### config.mk
export PLATFORM = sky130hd
export DESIGN_NAME = multicycle_control_flat
export DESIGN_NICKNAME = d
export VERILOG_FILES = /design/src/rtl/multicycle_control_pkg.sv /design/src/rtl/multicycle_control_if.sv /design/src/rtl/multicycle_control_alu_decoder.sv /design/src/rtl/multicycle_control.sv /design/src/flat_wrapper.sv
export SDC_FILE = /design/constraint.sdc
export NUM_CORES = 1
export LEC_CHECK = 0
export ABC_AREA = 1
export CAP_MARGIN = 20
export CORE_MARGIN = 4
export CORE_UTILIZATION = 45
export CTS_BUF_LIST = sky130_fd_sc_hd__clkbuf_2
export DETAILED_ROUTE_END_ITERATION = 16
export GPL_TIMING_DRIVEN = 0
export PLACE_DENSITY = 0.77
export SLEW_MARGIN = 20
export SYNTH_ARGS = -nofsm -noshare
export SYNTH_HDL_FRONTEND = slang
export SYNTH_HIERARCHICAL = 1
export SYNTH_SLANG_ARGS = --single-unit
export TNS_END_PERCENT = 50
### constraint.sdc
create_clock -name clk -period 1.68 [get_ports clk]
set_clock_uncertainty 0.2 [all_clocks]
set_input_delay 0.168 -clock clk [delete_from_list [all_inputs] [get_ports clk]]
set_output_delay 0.168 -clock clk [all_outputs]
set_load 0.01 [all_outputs]
### src/rtl/multicycle_control_pkg.sv
// Shared types and encodings for the multi-cycle RV32I control FSM.
// Holds opcodes, ALU codes, datapath mux selects and small decode helpers.
package multicycle_control_pkg;

   typedef enum logic [2:0] {
      S_FETCH,
      S_DECODE,
      S_EXECUTE,
      S_MEM,
      S_MD_WAIT,
      S_WB,
      S_TRAP
   } ctrl_state_t;

   typedef enum logic [3:0] {
      CLS_ALU_R,
      CLS_ALU_I,
      CLS_LUI,
      CLS_AUIPC,
      CLS_LOAD,
      CLS_STORE,
      CLS_BRANCH,
      CLS_JAL,
      CLS_JALR,
      CLS_MULDIV
   } instr_class_t;

   localparam logic [6:0] OP_R_TYPE = 7'b0110011;
   localparam logic [6:0] OP_I_TYPE = 7'b0010011;
   localparam logic [6:0] OP_LOAD   = 7'b0000011;
   localparam logic [6:0] OP_STORE  = 7'b0100011;
   localparam logic [6:0] OP_BRANCH = 7'b1100011;
   localparam logic [6:0] OP_JAL    = 7'b1101111;
   localparam logic [6:0] OP_JALR   = 7'b1100111;
   localparam logic [6:0] OP_LUI    = 7'b0110111;
   localparam logic [6:0] OP_AUIPC  = 7'b0010111;

   localparam logic [6:0] F7_BASE   = 7'b0000000;
   localparam logic [6:0] F7_ALT    = 7'b0100000;
   localparam logic [6:0] F7_MULDIV = 7'b0000001;

   localparam logic [3:0] ALU_ADD  = 4'd0;
   localparam logic [3:0] ALU_SUB  = 4'd1;
   localparam logic [3:0] ALU_SLL  = 4'd2;
   localparam logic [3:0] ALU_SLT  = 4'd3;
   localparam logic [3:0] ALU_SLTU = 4'd4;
   localparam logic [3:0] ALU_XOR  = 4'd5;
   localparam logic [3:0] ALU_SRL  = 4'd6;
   localparam logic [3:0] ALU_SRA  = 4'd7;
   localparam logic [3:0] ALU_OR   = 4'd8;
   localparam logic [3:0] ALU_AND  = 4'd9;

   localparam logic [1:0] ALU_SRC_A_RS1  = 2'b00;
   localparam logic [1:0] ALU_SRC_A_PC   = 2'b01;
   localparam logic [1:0] ALU_SRC_A_ZERO = 2'b10;
   localparam logic       ALU_SRC_B_RS2  = 1'b0;
   localparam logic       ALU_SRC_B_IMM  = 1'b1;

   localparam logic [1:0] PC_SRC_PLUS4  = 2'b00;
   localparam logic [1:0] PC_SRC_BRANCH = 2'b01;
   localparam logic [1:0] PC_SRC_JALR   = 2'b10;

   localparam logic [1:0] MEM_TO_REG_ALU    = 2'b00;
   localparam logic [1:0] MEM_TO_REG_LOAD   = 2'b01;
   localparam logic [1:0] MEM_TO_REG_LINK   = 2'b10;
   localparam logic [1:0] MEM_TO_REG_MULDIV = 2'b11;

   function automatic logic [3:0] baseAluOp(input logic [2:0] funct3);
      case (funct3)
         3'b000:  return ALU_ADD;
         3'b001:  return ALU_SLL;
         3'b010:  return ALU_SLT;
         3'b011:  return ALU_SLTU;
         3'b100:  return ALU_XOR;
         3'b101:  return ALU_SRL;
         3'b110:  return ALU_OR;
         default: return ALU_AND;
      endcase
   endfunction

   function automatic logic [1:0] memToRegFor(input instr_class_t cls);
      case (cls)
         CLS_LOAD:          return MEM_TO_REG_LOAD;
         CLS_JAL, CLS_JALR: return MEM_TO_REG_LINK;
         CLS_MULDIV:        return MEM_TO_REG_MULDIV;
         default:           return MEM_TO_REG_ALU;
      endcase
   endfunction

endpackage

### src/rtl/multicycle_control_if.sv
// Control-to-datapath/memory bundle; master is the control FSM side.
interface multicycle_control_if #(parameter int CNT_W = 32);

   logic [31:0]      instr;
   logic             imem_ready;
   logic             dmem_ready;
   logic             branch_taken;
   logic             muldiv_done;
   logic             imem_req;
   logic             dmem_req;
   logic             dmem_we;
   logic             muldiv_start;
   logic             ir_write;
   logic             pc_write;
   logic             reg_write;
   logic [1:0]       alu_src_a;
   logic             alu_src_b;
   logic [3:0]       alu_control;
   logic [1:0]       mem_to_reg;
   logic [1:0]       pc_src;
   logic             illegal_instr;
   logic [CNT_W-1:0] cycle_cnt;
   logic [CNT_W-1:0] instret_cnt;

   modport master (
      input  instr, imem_ready, dmem_ready, branch_taken, muldiv_done,
      output imem_req, dmem_req, dmem_we, muldiv_start, ir_write, pc_write,
             reg_write, alu_src_a, alu_src_b, alu_control, mem_to_reg, pc_src,
             illegal_instr, cycle_cnt, instret_cnt
   );

   modport slave (
      output instr, imem_ready, dmem_ready, branch_taken, muldiv_done,
      input  imem_req, dmem_req, dmem_we, muldiv_start, ir_write, pc_write,
             reg_write, alu_src_a, alu_src_b, alu_control, mem_to_reg, pc_src,
             illegal_instr, cycle_cnt, instret_cnt
   );

endinterface

### src/rtl/multicycle_control_alu_decoder.sv
// Combinational instruction classifier: ALU operation, instruction class and legality.
module alu_decoder
   import multicycle_control_pkg::*;
#(
   parameter bit HAS_M = 1'b0
) (
   input  logic [31:0]  instr_i,
   output logic [3:0]   aluControl_o,
   output logic         legal_o,
   output instr_class_t instrClass_o
);

   logic [6:0] opcode;
   logic [2:0] funct3;
   logic [6:0] funct7;
   logic       unusedInstrBits;

   assign opcode          = instr_i[6:0];
   assign funct3          = instr_i[14:12];
   assign funct7          = instr_i[31:25];
   assign unusedInstrBits = ^{instr_i[24:15], instr_i[11:7]};

   always_comb begin
      aluControl_o = ALU_ADD;
      legal_o      = 1'b0;
      instrClass_o = CLS_ALU_R;
      case (opcode)
         OP_R_TYPE: begin
            case (funct7)
               F7_BASE: begin
                  legal_o      = 1'b1;
                  aluControl_o = baseAluOp(funct3);
               end
               F7_ALT: begin
                  legal_o      = (funct3 == 3'b000) || (funct3 == 3'b101);
                  aluControl_o = (funct3 == 3'b000) ? ALU_SUB : ALU_SRA;
               end
               F7_MULDIV: begin
                  legal_o      = HAS_M;
                  instrClass_o = CLS_MULDIV;
               end
               default: legal_o = 1'b0;
            endcase
         end
         OP_I_TYPE: begin
            legal_o      = 1'b1;
            instrClass_o = CLS_ALU_I;
            aluControl_o = (funct3 == 3'b101 && funct7[5]) ? ALU_SRA : baseAluOp(funct3);
         end
         OP_LUI: begin
            legal_o      = 1'b1;
            instrClass_o = CLS_LUI;
         end
         OP_AUIPC: begin
            legal_o      = 1'b1;
            instrClass_o = CLS_AUIPC;
         end
         OP_JAL: begin
            legal_o      = 1'b1;
            instrClass_o = CLS_JAL;
         end
         OP_JALR: begin
            legal_o      = 1'b1;
            instrClass_o = CLS_JALR;
         end
         OP_LOAD: begin
            legal_o      = (funct3 != 3'b011) && (funct3 != 3'b110) && (funct3 != 3'b111);
            instrClass_o = CLS_LOAD;
         end
         OP_STORE: begin
            legal_o      = (funct3 == 3'b000) || (funct3 == 3'b001) || (funct3 == 3'b010);
            instrClass_o = CLS_STORE;
         end
         OP_BRANCH: begin
            // beq/bne compare by subtraction; signed and unsigned pairs use set-less-than
            legal_o      = (funct3 != 3'b010) && (funct3 != 3'b011);
            instrClass_o = CLS_BRANCH;
            if (funct3[2:1] == 2'b00)
               aluControl_o = ALU_SUB;
            else if (funct3[1])
               aluControl_o = ALU_SLTU;
            else
               aluControl_o = ALU_SLT;
         end
         default: legal_o = 1'b0;
      endcase
   end

endmodule

### src/rtl/multicycle_control.sv
// Multi-cycle RV32I control FSM: fetch/decode/execute/memory/writeback sequencing,
// memory and mul/div handshakes, illegal-instruction trap and cycle/instret counters.
module multicycle_control
   import multicycle_control_pkg::*;
#(
   parameter bit HAS_M = 1'b0,
   parameter int CNT_W = 32
) (
   input logic                  clk,
   input logic                  rst_n,
   multicycle_control_if.master ctrl
);

   ctrl_state_t      state_q, state_d;
   logic             illegal_q;
   logic [CNT_W-1:0] cycleCnt_q, instretCnt_q;
   logic             retire;
   logic [3:0]       aluControl;
   logic             instrLegal;
   instr_class_t     instrClass;

   alu_decoder #(.HAS_M(HAS_M)) u_alu_decoder (
      .instr_i      (ctrl.instr),
      .aluControl_o (aluControl),
      .legal_o      (instrLegal),
      .instrClass_o (instrClass)
   );

   always_ff @(posedge clk or negedge rst_n) begin
      if (!rst_n) begin
         state_q   <= S_FETCH;
         illegal_q <= 1'b0;
      end else begin
         state_q   <= state_d;
         illegal_q <= illegal_q | (state_d == S_TRAP);
      end
   end

   always_ff @(posedge clk or negedge rst_n) begin
      if (!rst_n) begin
         cycleCnt_q   <= '0;
         instretCnt_q <= '0;
      end else begin
         cycleCnt_q <= cycleCnt_q + CNT_W'(1);
         if (retire)
            instretCnt_q <= instretCnt_q + CNT_W'(1);
      end
   end

   always_comb begin
      state_d = state_q;
      retire  = 1'b0;
      case (state_q)
         S_FETCH:   if (ctrl.imem_ready) state_d = S_DECODE;
         S_DECODE:  state_d = instrLegal ? S_EXECUTE : S_TRAP;
         S_EXECUTE: begin
            case (instrClass)
               CLS_LOAD, CLS_STORE: state_d = S_MEM;
               CLS_MULDIV:          state_d = S_MD_WAIT;
               CLS_BRANCH: begin
                  state_d = S_FETCH;
                  retire  = 1'b1;
               end
               default:             state_d = S_WB;
            endcase
         end
         S_MEM: begin
            if (ctrl.dmem_ready) begin
               state_d = (instrClass == CLS_STORE) ? S_FETCH : S_WB;
               retire  = (instrClass == CLS_STORE);
            end
         end
         S_MD_WAIT: if (ctrl.muldiv_done) state_d = S_WB;
         S_WB: begin
            state_d = S_FETCH;
            retire  = 1'b1;
         end
         S_TRAP:    state_d = S_TRAP;
         default:   state_d = S_FETCH;
      endcase
   end

   // Datapath controls are gated by rst_n so an abandoned access drops immediately
   always_comb begin
      ctrl.imem_req     = 1'b0;
      ctrl.dmem_req     = 1'b0;
      ctrl.dmem_we      = 1'b0;
      ctrl.muldiv_start = 1'b0;
      ctrl.ir_write     = 1'b0;
      ctrl.pc_write     = 1'b0;
      ctrl.reg_write    = 1'b0;
      ctrl.alu_src_a    = ALU_SRC_A_RS1;
      ctrl.alu_src_b    = ALU_SRC_B_RS2;
      ctrl.alu_control  = ALU_ADD;
      ctrl.mem_to_reg   = MEM_TO_REG_ALU;
      ctrl.pc_src       = PC_SRC_PLUS4;
      if (rst_n) begin
         case (state_q)
            S_FETCH: begin
               ctrl.imem_req = 1'b1;
               ctrl.ir_write = ctrl.imem_ready;
               ctrl.pc_write = ctrl.imem_ready;
            end
            S_EXECUTE: begin
               ctrl.alu_control = aluControl;
               case (instrClass)
                  CLS_ALU_I, CLS_LOAD, CLS_STORE: ctrl.alu_src_b = ALU_SRC_B_IMM;
                  CLS_LUI: begin
                     ctrl.alu_src_a = ALU_SRC_A_ZERO;
                     ctrl.alu_src_b = ALU_SRC_B_IMM;
                  end
                  CLS_AUIPC: begin
                     ctrl.alu_src_a = ALU_SRC_A_PC;
                     ctrl.alu_src_b = ALU_SRC_B_IMM;
                  end
                  CLS_BRANCH: begin
                     ctrl.pc_write = ctrl.branch_taken;
                     ctrl.pc_src   = PC_SRC_BRANCH;
                  end
                  CLS_JAL: begin
                     ctrl.pc_write = 1'b1;
                     ctrl.pc_src   = PC_SRC_BRANCH;
                  end
                  CLS_JALR: begin
                     ctrl.alu_src_b = ALU_SRC_B_IMM;
                     ctrl.pc_write  = 1'b1;
                     ctrl.pc_src    = PC_SRC_JALR;
                  end
                  CLS_MULDIV: ctrl.muldiv_start = 1'b1;
                  default: ;
               endcase
            end
            S_MEM: begin
               ctrl.dmem_req = 1'b1;
               ctrl.dmem_we  = (instrClass == CLS_STORE);
            end
            S_WB: begin
               ctrl.reg_write  = 1'b1;
               ctrl.mem_to_reg = memToRegFor(instrClass);
            end
            default: ;
         endcase
      end
   end

   assign ctrl.illegal_instr = illegal_q;
   assign ctrl.cycle_cnt     = cycleCnt_q;
   assign ctrl.instret_cnt   = instretCnt_q;

endmodule

### src/flat_wrapper.sv
// flat-port wrapper written by rule: the top's interface ports become plain ports
module multicycle_control_flat import multicycle_control_pkg::*;
#(
   parameter bit HAS_M = 1'b0,
   parameter int CNT_W = 32
)
  (clk, rst_n, ctrl_instr, ctrl_imem_ready, ctrl_dmem_ready, ctrl_branch_taken, ctrl_muldiv_done, ctrl_imem_req, ctrl_dmem_req, ctrl_dmem_we, ctrl_muldiv_start, ctrl_ir_write, ctrl_pc_write, ctrl_reg_write, ctrl_alu_src_a, ctrl_alu_src_b, ctrl_alu_control, ctrl_mem_to_reg, ctrl_pc_src, ctrl_illegal_instr, ctrl_cycle_cnt, ctrl_instret_cnt);
  multicycle_control_if #(.CNT_W(CNT_W)) ctrl_i ();
  input logic clk;
  input logic rst_n;
  input wire logic [$bits(ctrl_i.instr)-1:0] ctrl_instr;
  input wire logic [$bits(ctrl_i.imem_ready)-1:0] ctrl_imem_ready;
  input wire logic [$bits(ctrl_i.dmem_ready)-1:0] ctrl_dmem_ready;
  input wire logic [$bits(ctrl_i.branch_taken)-1:0] ctrl_branch_taken;
  input wire logic [$bits(ctrl_i.muldiv_done)-1:0] ctrl_muldiv_done;
  output wire logic [$bits(ctrl_i.imem_req)-1:0] ctrl_imem_req;
  output wire logic [$bits(ctrl_i.dmem_req)-1:0] ctrl_dmem_req;
  output wire logic [$bits(ctrl_i.dmem_we)-1:0] ctrl_dmem_we;
  output wire logic [$bits(ctrl_i.muldiv_start)-1:0] ctrl_muldiv_start;
  output wire logic [$bits(ctrl_i.ir_write)-1:0] ctrl_ir_write;
  output wire logic [$bits(ctrl_i.pc_write)-1:0] ctrl_pc_write;
  output wire logic [$bits(ctrl_i.reg_write)-1:0] ctrl_reg_write;
  output wire logic [$bits(ctrl_i.alu_src_a)-1:0] ctrl_alu_src_a;
  output wire logic [$bits(ctrl_i.alu_src_b)-1:0] ctrl_alu_src_b;
  output wire logic [$bits(ctrl_i.alu_control)-1:0] ctrl_alu_control;
  output wire logic [$bits(ctrl_i.mem_to_reg)-1:0] ctrl_mem_to_reg;
  output wire logic [$bits(ctrl_i.pc_src)-1:0] ctrl_pc_src;
  output wire logic [$bits(ctrl_i.illegal_instr)-1:0] ctrl_illegal_instr;
  output wire logic [$bits(ctrl_i.cycle_cnt)-1:0] ctrl_cycle_cnt;
  output wire logic [$bits(ctrl_i.instret_cnt)-1:0] ctrl_instret_cnt;
  assign ctrl_i.instr = ctrl_instr;
  assign ctrl_i.imem_ready = ctrl_imem_ready;
  assign ctrl_i.dmem_ready = ctrl_dmem_ready;
  assign ctrl_i.branch_taken = ctrl_branch_taken;
  assign ctrl_i.muldiv_done = ctrl_muldiv_done;
  assign ctrl_imem_req = ctrl_i.imem_req;
  assign ctrl_dmem_req = ctrl_i.dmem_req;
  assign ctrl_dmem_we = ctrl_i.dmem_we;
  assign ctrl_muldiv_start = ctrl_i.muldiv_start;
  assign ctrl_ir_write = ctrl_i.ir_write;
  assign ctrl_pc_write = ctrl_i.pc_write;
  assign ctrl_reg_write = ctrl_i.reg_write;
  assign ctrl_alu_src_a = ctrl_i.alu_src_a;
  assign ctrl_alu_src_b = ctrl_i.alu_src_b;
  assign ctrl_alu_control = ctrl_i.alu_control;
  assign ctrl_mem_to_reg = ctrl_i.mem_to_reg;
  assign ctrl_pc_src = ctrl_i.pc_src;
  assign ctrl_illegal_instr = ctrl_i.illegal_instr;
  assign ctrl_cycle_cnt = ctrl_i.cycle_cnt;
  assign ctrl_instret_cnt = ctrl_i.instret_cnt;
  multicycle_control #(.HAS_M(HAS_M), .CNT_W(CNT_W)) u_core (.clk(clk), .rst_n(rst_n), .ctrl(ctrl_i));
endmodule
==> flow_summary.toml, run 1 <==
[outcome]
outcome = "complete, but fails checks"
violations = "negative hold slack, negative setup slack"

[power_and_ir_drop]
p_leak_nw = 3.59
swShare_pct = 37.4
combPwrFrac_pct = 41.8
total_power_mw = 4.79
p_int_mw = 3.00
pwr-share-seq_pct = 37.7
vdd_drop_max_mv = 0.459
switching_power_mw = 1.79
pwr_density_cell_nw_per_um2 = 644
clock_power_share_pct = 20.4

[die]
io_pins = 121
start_util_pct = 46.3
die-width_um = 111
die_h_um = 111
rows = 37
die_area_um2 = 12400
core-area_um2 = 10400

[global_route]
antenna_found_initial = 0
grt_max_degree = 56
overflow = 0
grt_use_total_pct = 25.9
grt_pass1_wl_um = 26600
grt_pass1_vias = 5498

[sta]
whs_ns = -0.740
max-slew-margin-rel_pct = 71.7
setup_slack_ns = -0.466
hold_viol_final = 68
tns_ns = -14.72
min_period_ns = 2.15
fmax_mhz = 466
rsz0062_at_grt = "yes"
worst_pin_slew_ns = 0.424
slew_viol_final = 0
finalSetupViolations = 54
final.period_utilization_pct = 128

[setup_path]
cp-end-kind = "primary output"
cpMaxStageDelayCell = "nand4_1"
crit_chain = "buf_6, nand2_4, inv_2, nand2_4, nor3_4, nor2_1, nand4_1, buf_4, nand2_2, nor2_2, nor2_2, nand2_1, a21oi_1, nor2_1, buf_2"
crit_cells = 15
crit_path_max_incr_delay_ns = 0.23
path_delay_family = "simple AND/OR/NAND/NOR gates"
cp-start-kind = "primary input"
required_ns = 1.31
path_class = "primary input to primary output"
crit_fanout = 5
crit_buf_inv = 4
cp-endpoint = "ctrl_pc_write"
worstPathArrival_ns = 1.78
r2r_end = "u_core/ctrl.instret_cnt[0]$_DFFE_PN0P_"
r2r_slack_ns = -0.31
cp-startpoint = "ctrl_instr[1]"
timing.rr.start = "u_core/state_q[0]$_DFF_PN0_"
reg2reg_depth = 11

[synthesis]
mappedNetlistArea_um2 = 4800
yosys_warnings = 6
synth_top_area_share_pct = 35.5
avgSynthCellArea_um2 = 6.69
ys_types = 32
ys_seq_elements = 68
synth-seq-area-share_pct = 35.5
synth_top_cells_by_area = "dfrtp_1, nand2_1, nor2_1"
synthCells = 717
synth_nets = 757
synth_top_cell_by_area = "dfrtp_1"

[layout]
nNetsFinal = 950
final_area_um2 = 7430
area_delta_synth_final_pct = 54.7
layout-drive-gt1-share_pct = 38.3
final_cells = 1051
antenna_cells = 0

[worst_hold_path]
hold_class = "primary input to async pin"

[clock_network]
root_buffer = "clkbuf_2"
h-tree-depth = 3
clockBufferDepth = 2
numCtsBuffers = 9
cts.clk_slew.worst_paths_ns = 0.24
cts_tree = "done"
clock-sinks = 68
clkLatencyLatePin_ns = 0.52

[drt]
drt-initial-drc-count = 487
post-route-drc-count = 0
wirelength_um = 16900
vias_per_cell = 5.24
vias = 5510
dr.pass1.iters = 8
detail_route.wl_per_cell_um = 16.1
ant_nets = 0

[place]
place.gp.congestion = 0.905
place.detailed.hpwl_um = 10800
placed_area_um2 = 6090
portBuffers = 103
dp.cells = 957
post-place-ws_ns = -1.58

[job]
maxCapViolations = 0
## Yosys cell counts
library cell and number:
nand2_1 256, nor2_1 112, inv_1 76, dfrtp_1 68, nand3_1 43, xor2_1 23, nand4_1 19, nor2_2 16
nand2_2 15, nor3_1 13, o21ai_0 10, nand3b_1 9, xnor2_1 9, inv_2 7, nor2_4 7, a21oi_1 5
xnor2_2 5, buf_6 4, nand3_2 4, a21boi_0 2, buf_4 2, ha_1 2, a31oi_1 1, and2_1 1
buf_12 1, clkbuf_2 1, nand2_4 1, nand4_2 1, nor4_1 1, o21a_1 1, o21bai_1 1, o22ai_1 1
## power by group through the flow
stage	Sequential [mW]	Clock [mW]	Combinational, mW
final	1.80	0.978	2.00
after global routing	1.82	1.08	2.12
after CTS	1.79	0.999	1.77
after detailed placement	1.88	0	1.03
after global placement	1.87	0	0.990
after floorplan	1.88	0	0.604
## sequential cells by signal, summed over array words and instances (netlist names)
register,cells
u_core/state_q,3
u_core/ctrl.cycle_cnt,32
u_core/ctrl.illegal_instr,1
u_core/ctrl.instret_cnt,32
## worst reg2reg max path, stage by stage, from the launching register on
cell     delay [ns]
dfrtp_1        0.46
buf_4          0.15
buf_6          0.12
nand3_4        0.09
buf_6          0.10
buf_6          0.10
nand2_4        0.05
nand2_4        0.09
nand2_8        0.11
buf_6          0.16
buf_16         0.13
xor2_1         0.15
## metal layers
| layer | track usage, % | vias up | wire length, um |
|---|---|---|---|
| met1 | 31.8 | 2637 | 6730 |
| li1 | - | 2619 | - |
| met5 | 0 | - | 0 |
| met3 | 4.97 | 37 | 906 |
| met2 | 46.2 | 217 | 8920 |
| met4 | 7.38 | 0 | 348 |
## metrics by stage
| step | utilization, % | hold slack [ns] |
|---|---|---|
| global route | 71.6 | -0.783 |
| global placement | 58.5 | 0.265 |
| detailed placement | 58.7 | -0.151 |
| CTS | 68.4 | -0.770 |
| floorplan | - | -0.328 |
| finish | 71.6 | -0.740 |
## logic make-up after synthesis
family	synth area share, %
fa+ha+maj	0.521
simple gates	45.8
buf+inv	8.26
xor+xnor	7.53
flops	35.5
compound gates	2.45
## layout make-up
cell class                 instances  area (um^2)
clock buffer                       9         45.0
buffer                             8          108
multi-input combinational        558         3320
tap                              136          170
clock inverter                     7         67.6
fill                             843         2940
timing repair buffer             182         1650
inverter                          83          324
sequential                        68         1740
## worst min-delay path by stage
stage               slack (ns)                                      to                                start  cells past startpoint
global route             -0.78  u_core/ctrl.instret_cnt[6]$_DFFE_PN0P_                                rst_n                      1
CTS                      -0.77  u_core/ctrl.instret_cnt[6]$_DFFE_PN0P_                                rst_n                      1
floorplan                -0.33      u_core/ctrl.cycle_cnt[0]$_DFF_PN0_                                rst_n                      0
detailed placement       -0.15  u_core/ctrl.instret_cnt[6]$_DFFE_PN0P_                                rst_n                      1
global placement          0.27     u_core/ctrl.illegal_instr$_DFF_PN0_  u_core/ctrl.illegal_instr$_DFF_PN0_                      2
finish                   -0.74  u_core/ctrl.instret_cnt[6]$_DFFE_PN0P_                                rst_n                      1
## cell usage in the layout, fill, tap and decap left out, types with 19 or more instances in the layout
cell type,netlist,routed
nand2_1,256,222
nand3_1,43,32
inv_1,76,63
nor2_2,16,28
dfrtp_1,68,37
nor2_4,7,27
buf_4,2,56
nand4_1,19,19
nor2_1,112,80
clkbuf_2,1,28
clkdlybuf4s15_1,0,38
buf_6,4,29
nand2_2,15,34
dfrtp_2,0,31
xor2_1,23,23
## repair_timing
action / in CTS / in global routing
hold endpoints to repair: 68 / 68
setup endpoints to repair: 133 / 128
resized for setup: 362 / 141
gates cloned: 5 / 0
buffers inserted: 59 / 18
pin swaps: 47 / 32
Power figures use the tool's default switching activity.
==> run 2, diff against run 1 <==
Settings changed: ABC_CLOCK_PERIOD_IN_PS from default to 1680, PLACE_DENSITY 0.77 to 0.74, RECOVER_POWER from default to 25.
==> run 2 against run 1 <==
- via count down 1.2%
- largest power group is now registers
- sequential share of layout area up 0.48 points
- clock-buffer cell count up 1
- cell count up 0.57%
- worst setup slack better by 0.078 ns
- clock power up 0.7%
- fmax up 3.8%
- non-clock buffer count up 5
- wire length down 4.3%
- the flow still finishes with violations (negative hold slack, negative setup slack)
==> flow_summary.toml, run 2 (same netlist as run 1, synthesis figures left out) <==
[outcome]
outcome = "complete, but fails checks"
violations = "negative hold slack, negative setup slack"

[layout]
seq_area_um2 = 1750
final_common_cell = "nand2_1"
mostFrequentLayoutCells = "nand2_1, nor2_1, buf_4, inv_1, dfrtp_2"
multi_input_area_um2 = 3210
area_delta_synth_final_pct = 52.2
nNetsFinal = 955
fillers = 828
layout-drive-gt1-share_pct = 36.0

[setup_path]
crit_buf_inv = 4
cp-start-kind = "primary input"
path_class = "primary input to primary output"
cp-end-kind = "primary output"
crit_path_max_incr_delay_ns = 0.22
cpMaxStageDelayCell = "nand4_1"
path_delay_family = "simple AND/OR/NAND/NOR gates"
worstPathArrival_ns = 1.70
crit_fanout = 5
worst_path_most_repeated_cell = "nor2_4"
required_ns = 1.31
crit_chain = "buf_8, nor2_4, nand2_4, nor2_4, nand4_1, nand4_1, inv_2, buf_6, nor2_4, nand2_4, a21boi_2, buf_2"

[sta]
whs_ns = -0.568
min_period_ns = 2.07
fmax_mhz = 484
worst_pin_slew_ns = 0.310
rsz0062_at_grt = "yes"
max-slew-margin-rel_pct = 79.1
slew_viol_final = 0
hold_viol_final = 68
finalSetupViolations = 54
final.period_utilization_pct = 123
tns_ns = -12.45
setup_slack_ns = -0.388

[job]
maxCapViolations = 0

[die]
die_h_um = 111
die_area_um2 = 12400
start_util_pct = 46.3
io_pins = 121
core-area_um2 = 10400
die-width_um = 111
rows = 37

[global_route]
grt_pass1_vias = 5427
antenna_found_initial = 0
grt_use_total_pct = 25.1
grt_max_degree = 40
grt_pass1_wl_um = 25900
overflow = 0

[clock_network]
clkLatencyLatePin_ns = 0.49
cts_tree = "done"
cts.clk_slew.worst_paths_ns = 0.23
root_buffer = "clkbuf_2"
clock-sinks = 68
clockBufferDepth = 2
cts_hold_buffers = 2
h-tree-depth = 3
numCtsBuffers = 9

[place]
place.detailed.hpwl_um = 10600
portBuffers = 103
place.gp.congestion = 0.948

[drt]
post-route-drc-count = 0
dr.pass1.iters = 5
wirelength_um = 16200
ant_nets = 0
drt-initial-drc-count = 368
vias_per_cell = 5.15
detail_route.wl_per_cell_um = 15.3
vias = 5444

[power_and_ir_drop]
pwr_density_cell_nw_per_um2 = 630
p_leak_nw = 3.45
vdd_drop_max_mv = 0.466

[worst_hold_path]
hold_class = "primary input to async pin"
## run 2: metrics by stage
stage / instance area, um^2 / worst slack (ns) / utilization (%) / power [mW] / cells
floorplan: 4860 / -0.134 / - / 2.48 / 717
global placement: 6060 / -3.72 / 58.5 / 2.86 / 956
detailed placement: 6080 / -1.38 / 58.6 / 2.88 / 957
CTS: 6850 / -0.392 / 66.1 / 4.37 / 1031
global route: 7300 / -0.478 / 70.4 / 4.87 / 1056
finish: 7300 / -0.388 / 70.4 / 4.60 / 1057
## run 2: worst paths after layout
check | startpoint | endpoint | slack (ns) | cells past startpoint
setup reg to reg | u_core/state_q[0]$_DFF_PN0_ | u_core/ctrl.instret_cnt[22]$_DFFE_PN0P_ | -0.27 | 13
hold / removal | rst_n | u_core/ctrl.instret_cnt[20]$_DFFE_PN0P_ | -0.57 | 3
setup / recovery | ctrl_instr[3] | ctrl_mem_to_reg[1] | -0.39 | 12
hold reg to reg | u_core/ctrl.illegal_instr$_DFF_PN0_ | u_core/ctrl.illegal_instr$_DFF_PN0_ | 0.29 | 2
max in group asynchronous | rst_n | u_core/ctrl.cycle_cnt[3]$_DFF_PN0_ | 1.32 | 4
min in group clk | ctrl_instr[14] | u_core/state_q[2]$_DFF_PN0_ | 0.27 | 9
## run 2: timing repair
action,4_1_cts,5_1_grt
gates cloned,3,1
buffers inserted,55,24
setup endpoints to repair,130,120
gates resized for setup,310,128
pin swaps,32,32
hold endpoints to repair,68,68
## run 2: where the power goes
group          leakage, nW  internal, mW  switching [mW]
Sequential           0.855          1.73          0.0778
Clock               0.0719         0.350           0.635
Combinational         2.53         0.833           0.972
Total                 3.45          2.92            1.68
## run 2: routing by layer
metal	part of all wire, %	routed length, um	track usage [%]
met5	0	0	0
met1	41	6580	31.0
met2	51	8210	44.1
met4	3.2	522	10.1
met3	5.4	872	3.49
## run 2: cell type report
cell class	instances	area share, %
repair buffers	188	22.4
diodes	1	0.0343
well taps	136	2.33
clock inverters	6	0.891
plain buffers	7	1.28
multi-input cells	558	43.9
clock buffers	10	0.685
flip-flops and latches	68	23.9
inverters	83	4.52
## run 2: worst reg2reg max path, delay by kind of cell (launching register included)
family,cells,cell delay [ns]
AND/OR/NAND/NOR,6,0.42
buffers and inverters,7,0.86
flip-flops,1,0.43
